### config.mk
export PLATFORM = sky130hd
export DESIGN_NAME = vga_timing_gen
export DESIGN_NICKNAME = d
export VERILOG_FILES = /design/src/rtl/vga_timing_gen.sv
export SDC_FILE = /design/constraint.sdc
export NUM_CORES = 1
export LEC_CHECK = 0
export CAP_MARGIN = 20
export CORE_MARGIN = 10
export CORE_UTILIZATION = 30
export CTS_BUF_LIST = sky130_fd_sc_hd__clkbuf_16
export CTS_CLUSTER_SIZE = 10
export DETAILED_ROUTE_END_ITERATION = 8
export PLACE_DENSITY = 0.46
export REMOVE_ABC_BUFFERS = 1
export SLEW_MARGIN = 20
export SYNTH_ARGS = -nofsm -noshare
export SYNTH_HDL_FRONTEND = slang
export SYNTH_SLANG_ARGS = --single-unit
### constraint.sdc
create_clock -name pixClk -period 4.4 [get_ports pixClk]
set_input_delay 0.88 -clock pixClk [delete_from_list [all_inputs] [get_ports pixClk]]
set_output_delay 0.88 -clock pixClk [all_outputs]
set_load 0.05 [all_outputs]
### src/rtl/vga_timing_gen.sv
`default_nettype none
// ============================================================================
// Module : vga_timing_gen
// Brief  : Dual-mode VGA timing generator with pixel-clock-enable divider,
//          per-mode sync polarity and frame-boundary mode switching.
// Rev    : 1.0  initial release
// ============================================================================
module vga_timing_gen #(
    parameter int CW      = 11,
    parameter int PIX_DIV = 1,
    parameter int H0_DISP = 640,
    parameter int H0_FP   = 16,
    parameter int H0_PW   = 96,
    parameter int H0_BP   = 48,
    parameter int V0_DISP = 480,
    parameter int V0_FP   = 10,
    parameter int V0_PW   = 2,
    parameter int V0_BP   = 33,
    parameter int H1_DISP = 640,
    parameter int H1_FP   = 16,
    parameter int H1_PW   = 96,
    parameter int H1_BP   = 48,
    parameter int V1_DISP = 400,
    parameter int V1_FP   = 12,
    parameter int V1_PW   = 2,
    parameter int V1_BP   = 35,
    parameter bit H0_POL  = 1'b0,
    parameter bit V0_POL  = 1'b0,
    parameter bit H1_POL  = 1'b0,
    parameter bit V1_POL  = 1'b1
) (
    input  logic          pixClk,
    input  logic          rst_n,
    input  logic          en,
    input  logic          mode_sel,
    output logic          mode_active,
    output logic          mode_pending,
    output logic          hsync,
    output logic          vsync,
    output logic          video,
    output logic [CW-1:0] pix_x,
    output logic [CW-1:0] pix_y,
    output logic          line_start,
    output logic          frame_start
);

    localparam logic [CW-1:0] c_ONE      = CW'(1);
    localparam logic [3:0]    c_DIV_LAST = 4'(PIX_DIV - 1);

    // Display end, sync start, sync end (exclusive) and last count per axis/mode
    localparam logic [CW-1:0] c_H0_DE   = CW'(H0_DISP);
    localparam logic [CW-1:0] c_H0_SS   = CW'(H0_DISP + H0_FP);
    localparam logic [CW-1:0] c_H0_SE   = CW'(H0_DISP + H0_FP + H0_PW);
    localparam logic [CW-1:0] c_H0_LAST = CW'(H0_DISP + H0_FP + H0_PW + H0_BP - 1);
    localparam logic [CW-1:0] c_V0_DE   = CW'(V0_DISP);
    localparam logic [CW-1:0] c_V0_SS   = CW'(V0_DISP + V0_FP);
    localparam logic [CW-1:0] c_V0_SE   = CW'(V0_DISP + V0_FP + V0_PW);
    localparam logic [CW-1:0] c_V0_LAST = CW'(V0_DISP + V0_FP + V0_PW + V0_BP - 1);
    localparam logic [CW-1:0] c_H1_DE   = CW'(H1_DISP);
    localparam logic [CW-1:0] c_H1_SS   = CW'(H1_DISP + H1_FP);
    localparam logic [CW-1:0] c_H1_SE   = CW'(H1_DISP + H1_FP + H1_PW);
    localparam logic [CW-1:0] c_H1_LAST = CW'(H1_DISP + H1_FP + H1_PW + H1_BP - 1);
    localparam logic [CW-1:0] c_V1_DE   = CW'(V1_DISP);
    localparam logic [CW-1:0] c_V1_SS   = CW'(V1_DISP + V1_FP);
    localparam logic [CW-1:0] c_V1_SE   = CW'(V1_DISP + V1_FP + V1_PW);
    localparam logic [CW-1:0] c_V1_LAST = CW'(V1_DISP + V1_FP + V1_PW + V1_BP - 1);

    logic [3:0]    r_div;
    logic [CW-1:0] r_hc;
    logic [CW-1:0] r_vc;
    logic          r_mode;
    logic          r_pend;
    logic          r_hs;
    logic          r_vs;
    logic          r_vid;
    logic [CW-1:0] r_px;
    logic [CW-1:0] r_py;
    logic          r_ls;
    logic          r_fs;

    logic [CW-1:0] w_h_de, w_h_ss, w_h_se, w_h_last;
    logic [CW-1:0] w_v_de, w_v_ss, w_v_se, w_v_last;
    logic          w_h_pol, w_v_pol;
    logic          w_tick;
    logic          w_h_end, w_v_end;
    logic          w_mode_nxt;
    logic          w_vid, w_hs_act, w_vs_act;

    assign w_h_de   = r_mode ? c_H1_DE   : c_H0_DE;
    assign w_h_ss   = r_mode ? c_H1_SS   : c_H0_SS;
    assign w_h_se   = r_mode ? c_H1_SE   : c_H0_SE;
    assign w_h_last = r_mode ? c_H1_LAST : c_H0_LAST;
    assign w_v_de   = r_mode ? c_V1_DE   : c_V0_DE;
    assign w_v_ss   = r_mode ? c_V1_SS   : c_V0_SS;
    assign w_v_se   = r_mode ? c_V1_SE   : c_V0_SE;
    assign w_v_last = r_mode ? c_V1_LAST : c_V0_LAST;
    assign w_h_pol  = r_mode ? H1_POL    : H0_POL;
    assign w_v_pol  = r_mode ? V1_POL    : V0_POL;

    assign w_tick   = en && (r_div == c_DIV_LAST);
    assign w_h_end  = (r_hc == w_h_last);
    assign w_v_end  = (r_vc == w_v_last);

    // The requested mode is only adopted on the very last pixel of a frame
    assign w_mode_nxt = (w_tick && w_h_end && w_v_end) ? mode_sel : r_mode;

    assign w_vid    = (r_hc < w_h_de) && (r_vc < w_v_de);
    assign w_hs_act = (r_hc >= w_h_ss) && (r_hc < w_h_se);
    assign w_vs_act = (r_vc >= w_v_ss) && (r_vc < w_v_se);

    always_ff @(posedge pixClk or negedge rst_n) begin
        if (!rst_n) begin
            r_div  <= '0;
            r_hc   <= '0;
            r_vc   <= '0;
            r_mode <= 1'b0;
            r_pend <= 1'b0;
            r_hs   <= ~H0_POL;
            r_vs   <= ~V0_POL;
            r_vid  <= 1'b0;
            r_px   <= '0;
            r_py   <= '0;
            r_ls   <= 1'b0;
            r_fs   <= 1'b0;
        end else if (en) begin
            r_div  <= w_tick ? 4'd0 : r_div + 4'd1;
            r_mode <= w_mode_nxt;
            r_pend <= (mode_sel != w_mode_nxt);
            r_ls   <= w_tick && (r_hc == '0);
            r_fs   <= w_tick && (r_hc == '0) && (r_vc == '0);
            if (w_tick) begin
                // Outputs reflect the pixel being left, in the mode it belongs to
                r_vid <= w_vid;
                r_px  <= w_vid ? r_hc : '0;
                r_py  <= w_vid ? r_vc : '0;
                r_hs  <= w_hs_act ? w_h_pol : ~w_h_pol;
                r_vs  <= w_vs_act ? w_v_pol : ~w_v_pol;
                if (w_h_end) begin
                    r_hc <= '0;
                    r_vc <= w_v_end ? '0 : r_vc + c_ONE;
                end else begin
                    r_hc <= r_hc + c_ONE;
                end
            end
        end else begin
            r_ls <= 1'b0;
            r_fs <= 1'b0;
        end
    end

    assign mode_active  = r_mode;
    assign mode_pending = r_pend;
    assign hsync        = r_hs;
    assign vsync        = r_vs;
    assign video        = r_vid;
    assign pix_x        = r_px;
    assign pix_y        = r_py;
    assign line_start   = r_ls;
    assign frame_start  = r_fs;

endmodule
`default_nettype wire

==> metrics.cfg, run 1 <==
[status]
status=finished, final reports clean

[routing]
ant_nets=0
wl_per_cell_um=16.0
drcViolationCount=0
drt_wl_total_um=6770
drtIter0Drc=192
via_per_inst=5.09
drt-pass1-iter-count=4
num_vias=2155

[sta]
min_period_ns=2.98
slew_viol_final=0
setup_viol=0
worst_pin_slew_ns=0.907
max_freq_mhz=336
relSlewSlack_pct=39.4
clock_skew_ns=0.00434
setup_tns_ns=0
rsz0062_at_grt=no
hold_viol_final=0
min_period_over_period_pct=67.7
fin_ws_ns=1.42

[placement]
port_buffers=32
dpl.cell_count=415
gp_congestion=0.782
hpwl_um=4800
post-place-ws_ns=1.03

[pwr]
p_total_mw=1.19
p_per_area_nw_per_um2=356
p_clk_share_pct=32.8
combPwrFrac_pct=16.6
ir_worst_vdd_mv=0.223
p_int_mw=0.836
power_frac_seq_pct=50.6
p_sw_mw=0.355
leakagePower_nw=1.44
power_switching_share_pct=29.8

[setup_path]
r2r_start=r_vc[1]$_DFFE_PN0P_
path_cells=clkdlybuf4s50_1 > nor4bb_1 > buf_4 > nand3_1 > o31ai_1
crit_fanout=20
critPathLaunchType=input pin
cp.depth=5
crit_path_top_delay_cell=clkdlybuf4s50_1
worstPathRequired_ns=4.57
reg2reg_to=mode_active$_DFFE_PN0P_
arrival_ns=3.15
r2r_slack_ns=1.68
worstSetupPathType=input pin to flop
worst-path-buf-inv=2
cp-end-kind=flop
r2r_cells=6
cp_slowest_stage_delay_ns=0.64
critPathTopFamily=simple AND/OR/NAND/NOR gates

[synthesis]
synth_area_um2=2790
yosysWarnings=0
ys_types=50
synth-async-reset-ratio_pct=100
syn_area_per_cell_um2=9.85
yosysTopAreaCellShare_pct=47.6
synth.mux.area_fraction_pct=0.404
synth-compound-area-share_pct=14.5
synthSimpleGateAreaFrac_pct=20.1
ys_seq_area_share_pct=49.4
synthFlopType=dfrtp_1
synth_xor_area_share_pct=3.77
ys_ff_latch=55
synth_top_area_cell=dfrtp_1
netlist_instances=283
synth_area_leaders=dfrtp_1, ha_1, o31ai_1, nand2_1, inv_1
synth_fa_ha_area_share_pct=5.83
synth_top_family_by_area=simple AND/OR/NAND/NOR gates
synth_edf_count=0

[min_path]
min_from=pix_x[9]$_DFFE_PN0P_
hold_depth=2
hold_path_end=pix_x[9]$_DFFE_PN0P_
min_path_type=flop to flop

[grt]
grt_pass1_vias=2125
grt_usage_pct=10.5
grt_max_degree=35
grt_pass1_wl_um=11500
grt_overflow=0
antenna_found_initial=0

[finish]
syn_to_final_growth_pct=20.1
final_core_util_pct=36.6
drive_gt1_share_pct=7.69
final_cell_mix=dfrtp_1, nand2_1, clkdlybuf4s50_1
antenna_cells=0
final_common_cell=dfrtp_1
fin_cells=423
nFillCells=932
nets=328

[cts]
cts_max_level=2
cts_resized=0
clockBufferDepth=2
hold_buffers=0
clk_pin_slew_ns=0.07
root_buffer=clkbuf_16
cts_tree=built
clock-sinks=55
clk_latency_ns=0.29
cts_buffers=5
postCtsSetupBuffers=0

[floorplanning]
core-area_um2=9150
rows=35
dieArea_um2=13600
num_io_pins=33
die_w_um=116
start_util_pct=30.5
die_h_um=116

[flow_run]
maxCapViolations=0

## metal layers
layer | GRT usage [%] | up-vias | part of all wire [%]
met5 | 0 | - | 0
met1 | 14.8 | 1053 | 51
met3 | 2.41 | 2 | 4.1
met4 | 2.50 | 0 | 0.78
li1 | - | 1069 | -
met2 | 16.0 | 31 | 44
## cell families (layout without fill, tap and decap cells)
family | count (synthesis) | after routing
muxes | 1 | 1
adders and majority gates | 13 | 13
and+or+nand+nor | 103 | 103
xor gates and xnor gates | 12 | 12
AOI/OAI and AO/OA | 58 | 58
buffers and inverters | 41 | 70
DFF | 55 | 55
## cell usage after synthesis (5+ instances only)
cell / instances
clkbuf_1: 12
dfrtp_1: 53
nor4_1: 5
inv_1: 25
nor2_1: 13
o21ai_0: 15
nand3_1: 8
nand2_1: 37
o31ai_1: 20
nand4_1: 6
nor3_1: 7
xnor2_1: 8
ha_1: 13
## power by group through the flow
| stage | sequential, mW | combinational [mW] | clock [mW] |
|---|---|---|---|
| 6_report | 0.603 | 0.197 | 0.391 |
| 5_1_grt | 0.611 | 0.224 | 0.424 |
| 4_1_cts | 0.601 | 0.203 | 0.405 |
| 3_5_place_dp | 0.612 | 0.201 | 0 |
| 3_3_place_gp | 0.610 | 0.199 | 0 |
| 2_1_floorplan | 0.622 | 0.109 | 0 |
## final cells by class
type / count / area (um^2) / area share, %
clock buffer: 5 / 125 / 3.73
multi-input combinational: 187 / 1240 / 37.2
timing repair buffer: 37 / 353 / 10.5
clock inverter: 3 / 16.3 / 0.485
sequential: 55 / 1380 / 41.2
tap: 111 / 139 / 4.14
inverter: 25 / 93.8 / 2.80
## worst register-to-register path, delay by kind of cell, from the launching register on
family | cells | cell delay, ns
flip-flops | 1 | 0.42
adder cells (fa/ha/maj) | 1 | 0.21
buffers and inverters | 1 | 0.19
multiplexers | 1 | 0.37
AND/OR/NAND/NOR | 3 | 1.41
## how the worst max path moves through the flow
stage          from                    to
5_1_grt          en  pix_x[1]$_DFFE_PN0P_
6_report         en  pix_x[8]$_DFFE_PN0P_
4_1_cts          en  pix_x[8]$_DFFE_PN0P_
3_5_place_dp     en  pix_x[0]$_DFFE_PN0P_
2_1_floorplan    en   r_vc[4]$_DFFE_PN0P_
3_3_place_gp     en  pix_y[4]$_DFFE_PN0P_
## registers in the layout (all words and copies together) (netlist names), 4 cells and up
| signal | flops |
|---|---|
| r_div | 4 |
| r_hc | 11 |
| pix_y | 11 |
| pix_x | 11 |
| r_vc | 11 |
## through the flow
stage | hold slack (ns) | cell area, um^2
floorplan | 0.460 | 2720
global placement | 0.464 | 3210
detailed placement | 0.468 | 3210
CTS | 0.485 | 3350
global route | 0.503 | 3350
finish | 0.477 | 3350
(Power assumes the default switching activity.)
==> inputs of run 2 (changes only) <==
- clock period: 4.4 -> 3.1 ns (I/O delays scaled with it)
==> run 2 against run 1 <==
Design area up 1.7%. Non-clock buffer count up 4. Via count up 2.1%. Count of clock-buffer cells in the layout unchanged. Die area unchanged. Combinational power up 40%. Sequential share of layout area down 0.68 points. First-iteration DRC count down 23%. Worst setup slack worse by 0.82 ns. Power up 49%. Worst hold slack worse by 0.023 ns. Largest cell class unchanged. Largest power group unchanged.
==> metrics.cfg, run 2 (synthesized netlist as in run 1, its figures left out) <==
[cts]
clockBufferDepth=2  ; unchanged
clk_pin_slew_ns=0.08  ; about the same
hold_buffers=0  ; unchanged
cts_buffers=5  ; unchanged
cts_resized=0  ; unchanged
clock-sinks=55  ; unchanged
clk_latency_ns=0.29  ; about the same
root_buffer=clkbuf_16
postCtsSetupBuffers=0  ; unchanged
cts_tree=built
cts_max_level=2  ; unchanged

[routing]
drt_wl_total_um=6820  ; +0.72%
via_per_inst=5.15  ; +1.2%
ant_nets=0  ; unchanged
drcViolationCount=0  ; unchanged
drt-pass1-iter-count=4  ; unchanged
wl_per_cell_um=16.0  ; -0.22%
num_vias=2201  ; +2.1%
drtIter0Drc=148  ; -23%

[placement]
hpwl_um=4710  ; -1.9%
gp_congestion=0.784  ; +0.33%
port_buffers=32  ; unchanged
place_area_um2=3240  ; +0.94%

[floorplanning]
rows=35  ; unchanged
num_io_pins=33  ; unchanged
start_util_pct=30.5  ; unchanged
die_w_um=116  ; unchanged
die_h_um=116  ; unchanged
dieArea_um2=13600  ; unchanged
core-area_um2=9150  ; unchanged

[grt]
grt_overflow=0  ; unchanged
antenna_found_initial=0  ; unchanged
grt_pass1_wl_um=11200  ; -2.9%
grt_usage_pct=10.4  ; -0.15 points
grt_pass1_vias=2031  ; -4.4%
grt_max_degree=56  ; +60%

[finish]
final_common_cell=dfrtp_1
antenna_cells=0  ; unchanged
nets=332  ; +1.2%
fin_area_um2=3410  ; +1.7%
syn_to_final_growth_pct=22.2
final_core_util_pct=37.2  ; +0.62 points
final_cell_mix=dfrtp_1, nand2_1, clkdlybuf4s50_1
drive_gt1_share_pct=9.18  ; +1.5 points
nFillCells=905  ; -2.9%

[pwr]
p_sw_mw=0.507  ; +43%
p_total_mw=1.78  ; +49%
p_int_mw=1.27  ; +52%
power_switching_share_pct=28.5  ; -1.3 points
p_clk_share_pct=36.5  ; +3.7 points
leakagePower_nw=1.47  ; +1.8%
power_frac_seq_pct=48.0  ; -2.6 points
ir_worst_vdd_mv=0.226  ; +1.3%
p_per_area_nw_per_um2=522  ; +47%
combPwrFrac_pct=15.5  ; -1.1 points

[sta]
worst_pin_slew_ns=0.729  ; -0.179 ns
rsz0062_at_grt=no
hold_slack_ns=0.454  ; -0.0230 ns
relSlewSlack_pct=51.4  ; +12 points
max_freq_mhz=401
setup_tns_ns=0  ; unchanged
min_period_ns=2.49
min_period_over_period_pct=80.5
hold_viol_final=0  ; unchanged
setup_viol=0  ; unchanged
slew_viol_final=0  ; unchanged
clock_skew_ns=0.00579  ; +0.00145 ns

[setup_path]
worstPathRequired_ns=3.28  ; -1.29 ns
cp-end-kind=flop
crit_fanout=5  ; -75%
r2r_start=r_vc[1]$_DFFE_PN0P_
arrival_ns=2.67  ; -0.48 ns
r2r_cells=6  ; unchanged
worstSetupPathType=flop to flop
critPathLaunchType=flop
reg2reg_to=mode_active$_DFFE_PN0P_
r2r_slack_ns=0.61  ; -1.07 ns

[status]
status=finished, final reports clean

[min_path]
min_path_type=input pin to asynchronous set/reset pin

[flow_run]
maxCapViolations=0  ; unchanged

## run 2: cell count changes in the layout (fill, tap and decap cells not counted)
cell and delta:
buf_4 +4, bufinv_16 +1, clkinv_4 -1, inv_1 -1, inv_6 +1
## run 2: area by class of cell
type	count	area [um^2]	area share [%]
sequential	55	1380	40.5
inverter	25	93.8	2.75
timing repair buffer	41	383	11.2
clock buffer	5	125	3.67
tap	111	139	4.08
clock inverter	3	42.5	1.25
multi-input combinational	187	1240	36.5
## run 2: worst max-delay path: stages (launching register included)
cell and delay, ns:
dfrtp_1 0.43, inv_1 0.20, ha_1 0.20, or3b_2 0.48
or4_1 0.44, nor3_1 0.26, mux2_2 0.37
## run 2: power groups by stage
stage | sequential, mW | clock, mW | combinational, mW
floorplan | 0.883 | 0 | 0.155
detailed placement | 0.868 | 0 | 0.282
global placement | 0.866 | 0 | 0.282
CTS | 0.854 | 0.668 | 0.283
finish | 0.853 | 0.650 | 0.276
global route | 0.867 | 0.701 | 0.316
## run 2: through the flow
stage | setup slack, ns | cells
after floorplan | 0.0364 | 267
after global placement | 0.437 | 419
after detailed placement | 0.344 | 419
after CTS | 0.595 | 427
after global routing | 0.485 | 427
final | 0.606 | 427
## run 2: per-layer routing
metal / wire (um) / up-vias / GRT usage (%)
met4: 69 / 0 / 3.00
met2: 2940 / 38 / 15.5
met1: 3540 / 1079 / 14.7
li1: - / 1078 / -
met5: 0 / - / 0
met3: 267 / 6 / 2.21
## run 2: worst max-delay path by stage
stage / cells past startpoint / end / startpoint
floorplan: 4 / r_vc[4]$_DFFE_PN0P_ / en
detailed placement: 5 / mode_active$_DFFE_PN0P_ / en
global route: 6 / mode_active$_DFFE_PN0P_ / r_vc[1]$_DFFE_PN0P_
CTS: 6 / mode_active$_DFFE_PN0P_ / r_vc[1]$_DFFE_PN0P_
finish: 6 / mode_active$_DFFE_PN0P_ / r_vc[1]$_DFFE_PN0P_
global placement: 5 / mode_active$_DFFE_PN0P_ / en
==> inputs of run 3 (changes only) <==
- clock period: 3.1 -> 2.37 ns (I/O delays scaled with it)
==> run 3 against run 2 <==
Sequential power grew 31%. Worst setup slack lost 0.48 ns. Die area stayed put. Power up 26%. Routed wire length increased by 7.7%. Largest power group unchanged. Count of clock-buffer cells in the layout unchanged. Sequential share of layout area shrank 2.0 points. Worst hold slack lost 0.33 ns.
==> metrics.cfg, run 3 (synthesized netlist as in run 1, its figures left out) <==
[sta]
rsz0062_at_grt=no
min_period_ns=2.25  ; -0.249 ns
hold_viol_final=0  ; unchanged
min_period_over_period_pct=94.7  ; +14 points
worst_pin_slew_ns=0.767  ; +0.0385 ns
clock_skew_ns=0.00497  ; -0.000820 ns
slew_viol_final=0  ; unchanged
relSlewSlack_pct=47.5  ; -3.9 points
max_freq_mhz=445  ; +11%
setup_viol=0  ; unchanged
hold_slack_ns=0.123  ; -0.332 ns

[floorplanning]
rows=35  ; unchanged
die_w_um=116  ; unchanged
core-area_um2=9150  ; unchanged
die_h_um=116  ; unchanged
start_util_pct=30.5  ; unchanged
num_io_pins=33  ; unchanged
dieArea_um2=13600  ; unchanged

[setup_path]
cp-startpoint=r_hc[6]$_DFFE_PN0P_
cp_slowest_stage_delay_ns=0.58  ; +0.10 ns
critPathLaunchType=flop
worst-path-buf-inv=0  ; -1
cp-end-kind=flop
path_cells=or4_4 > or4_4 > nor3_2 > mux2_2
crit_path_top_delay_cell=or4_4
worstSetupPathType=flop to flop
arrival_ns=2.43  ; -0.24 ns
worstPathRequired_ns=2.55  ; -0.73 ns
r2r_start=r_hc[6]$_DFFE_PN0P_
cpMostUsedCell=or4_4
critPathTopFamily=simple AND/OR/NAND/NOR gates
crit_fanout=4  ; -1

[placement]
port_buffers=32  ; unchanged
hpwl_um=5360  ; +14%
gp_congestion=0.788  ; +0.54%
place_area_um2=3430  ; +5.9%

[pwr]
p_int_mw=1.57  ; +24%
power_switching_share_pct=30.2  ; +1.7 points
leakagePower_nw=1.58  ; +7.4%
p_clk_share_pct=33.3  ; -3.2 points
p_sw_mw=0.679  ; +34%
combPwrFrac_pct=17.1  ; +1.6 points
power_frac_seq_pct=49.6  ; +1.6 points
ir_worst_vdd_mv=0.327  ; +44%
p_per_area_nw_per_um2=628  ; +20%

[routing]
num_vias=2285  ; +3.8%
dr_wl_met3_um=232  ; -13%
drcViolationCount=0  ; unchanged
wl_met2_um=3280  ; +12%
ant_nets=0  ; unchanged
top_layer_used=met4
drt-pass1-iter-count=4  ; unchanged
wl_per_cell_um=16.3  ; +2.0%
via_per_inst=5.07  ; -1.7%
drt_wl_total_um=7340  ; +7.7%
drtIter0Drc=161  ; +8.8%
met1_length_um=3690  ; +4.3%

[finish]
final_core_util_pct=39.2  ; +2.0 points
syn_to_final_growth_pct=28.6
nFillCells=916  ; +1.2%
multi_input_area_um2=1260  ; +0.90%
antenna_cells=0  ; unchanged
final_cell_mix=dfrtp_1, nand2_1, buf_4
final_common_cell=dfrtp_1
drive_gt1_share_pct=16.8  ; +7.6 points
fin_area_um2=3590  ; +5.3%
seq_area_um2=1380  ; unchanged
nets=356  ; +7.2%

[cts]
clk_latency_ns=0.29  ; about the same
clockBufferDepth=2  ; unchanged
clk_pin_slew_ns=0.07  ; about the same
hold_buffers=0  ; unchanged
clock-sinks=55  ; unchanged
postCtsSetupBuffers=0  ; unchanged
cts_tree=built
root_buffer=clkbuf_16
cts_resized=0  ; unchanged
cts_buffers=5  ; unchanged
cts_max_level=2  ; unchanged

[grt]
grt_overflow=0  ; unchanged
grt_usage_pct=11.7  ; +1.3 points
antenna_found_initial=0  ; unchanged
grt_pass1_wl_um=12700  ; +13%
grt_pass1_vias=2380  ; +17%
grt_max_degree=26  ; -54%

[flow_run]
maxCapViolations=0  ; unchanged

[min_path]
min_path_type=input pin to asynchronous set/reset pin

[status]
status=finished, final reports clean

-- run 3: final cells by class --
class / instances / area share, %
flip-flops and latches: 55 / 38.4
multi-input cells: 187 / 35.0
repair buffers: 65 / 16.0
well taps: 111 / 3.87
clock buffers: 5 / 3.49
inverters: 25 / 2.62
clock inverters: 3 / 0.523
-- run 3: final timing paths --
path | to | slack [ns] | depth (start not counted)
worst min register to register | pix_y[2]$_DFFE_PN0P_ | 0.48 | 2
worst max register to register | mode_active$_DFFE_PN0P_ | 0.12 | 4
worst min-delay path | r_vc[4]$_DFFE_PN0P_ | 0.12 | 1
min in group pixClk | pix_y[2]$_DFFE_PN0P_ | 0.48 | 2
worst max-delay path | mode_active$_DFFE_PN0P_ | 0.12 | 4
max in group asynchronous | hsync$_DFFE_PN1P_ | 1.68 | 2
-- run 3: per-layer routing --
| layer | GRT usage (%) | vias up |
|---|---|---|
| met3 | 2.16 | 12 |
| met1 | 16.3 | 1118 |
| met4 | 3.34 | 0 |
| li1 | - | 1119 |
| met5 | 0 | - |
| met2 | 17.9 | 36 |
-- run 3: power by group through the flow --
| stage | Clock [mW] | Combinational (mW) | Sequential (mW) |
|---|---|---|---|
| 6_report | 0.750 | 0.385 | 1.12 |
| 5_1_grt | 0.805 | 0.436 | 1.14 |
| 4_1_cts | 0.773 | 0.394 | 1.12 |
| 3_5_place_dp | 0 | 0.392 | 1.13 |
| 3_3_place_gp | 0 | 0.387 | 1.13 |
| 2_1_floorplan | 0 | 0.202 | 1.15 |
-- run 3: stage by stage --
stage               worst slack [ns]  TNS [ns]  total power, mW  instances
floorplan                     -0.692     -9.94             1.36        267
global placement             -0.0864   -0.0864             1.52        443
detailed placement            -0.154    -0.188             1.52        443
CTS                           0.0484         0             2.28        451
global route                  0.0205         0             2.38        451
finish                         0.124         0             2.25        451
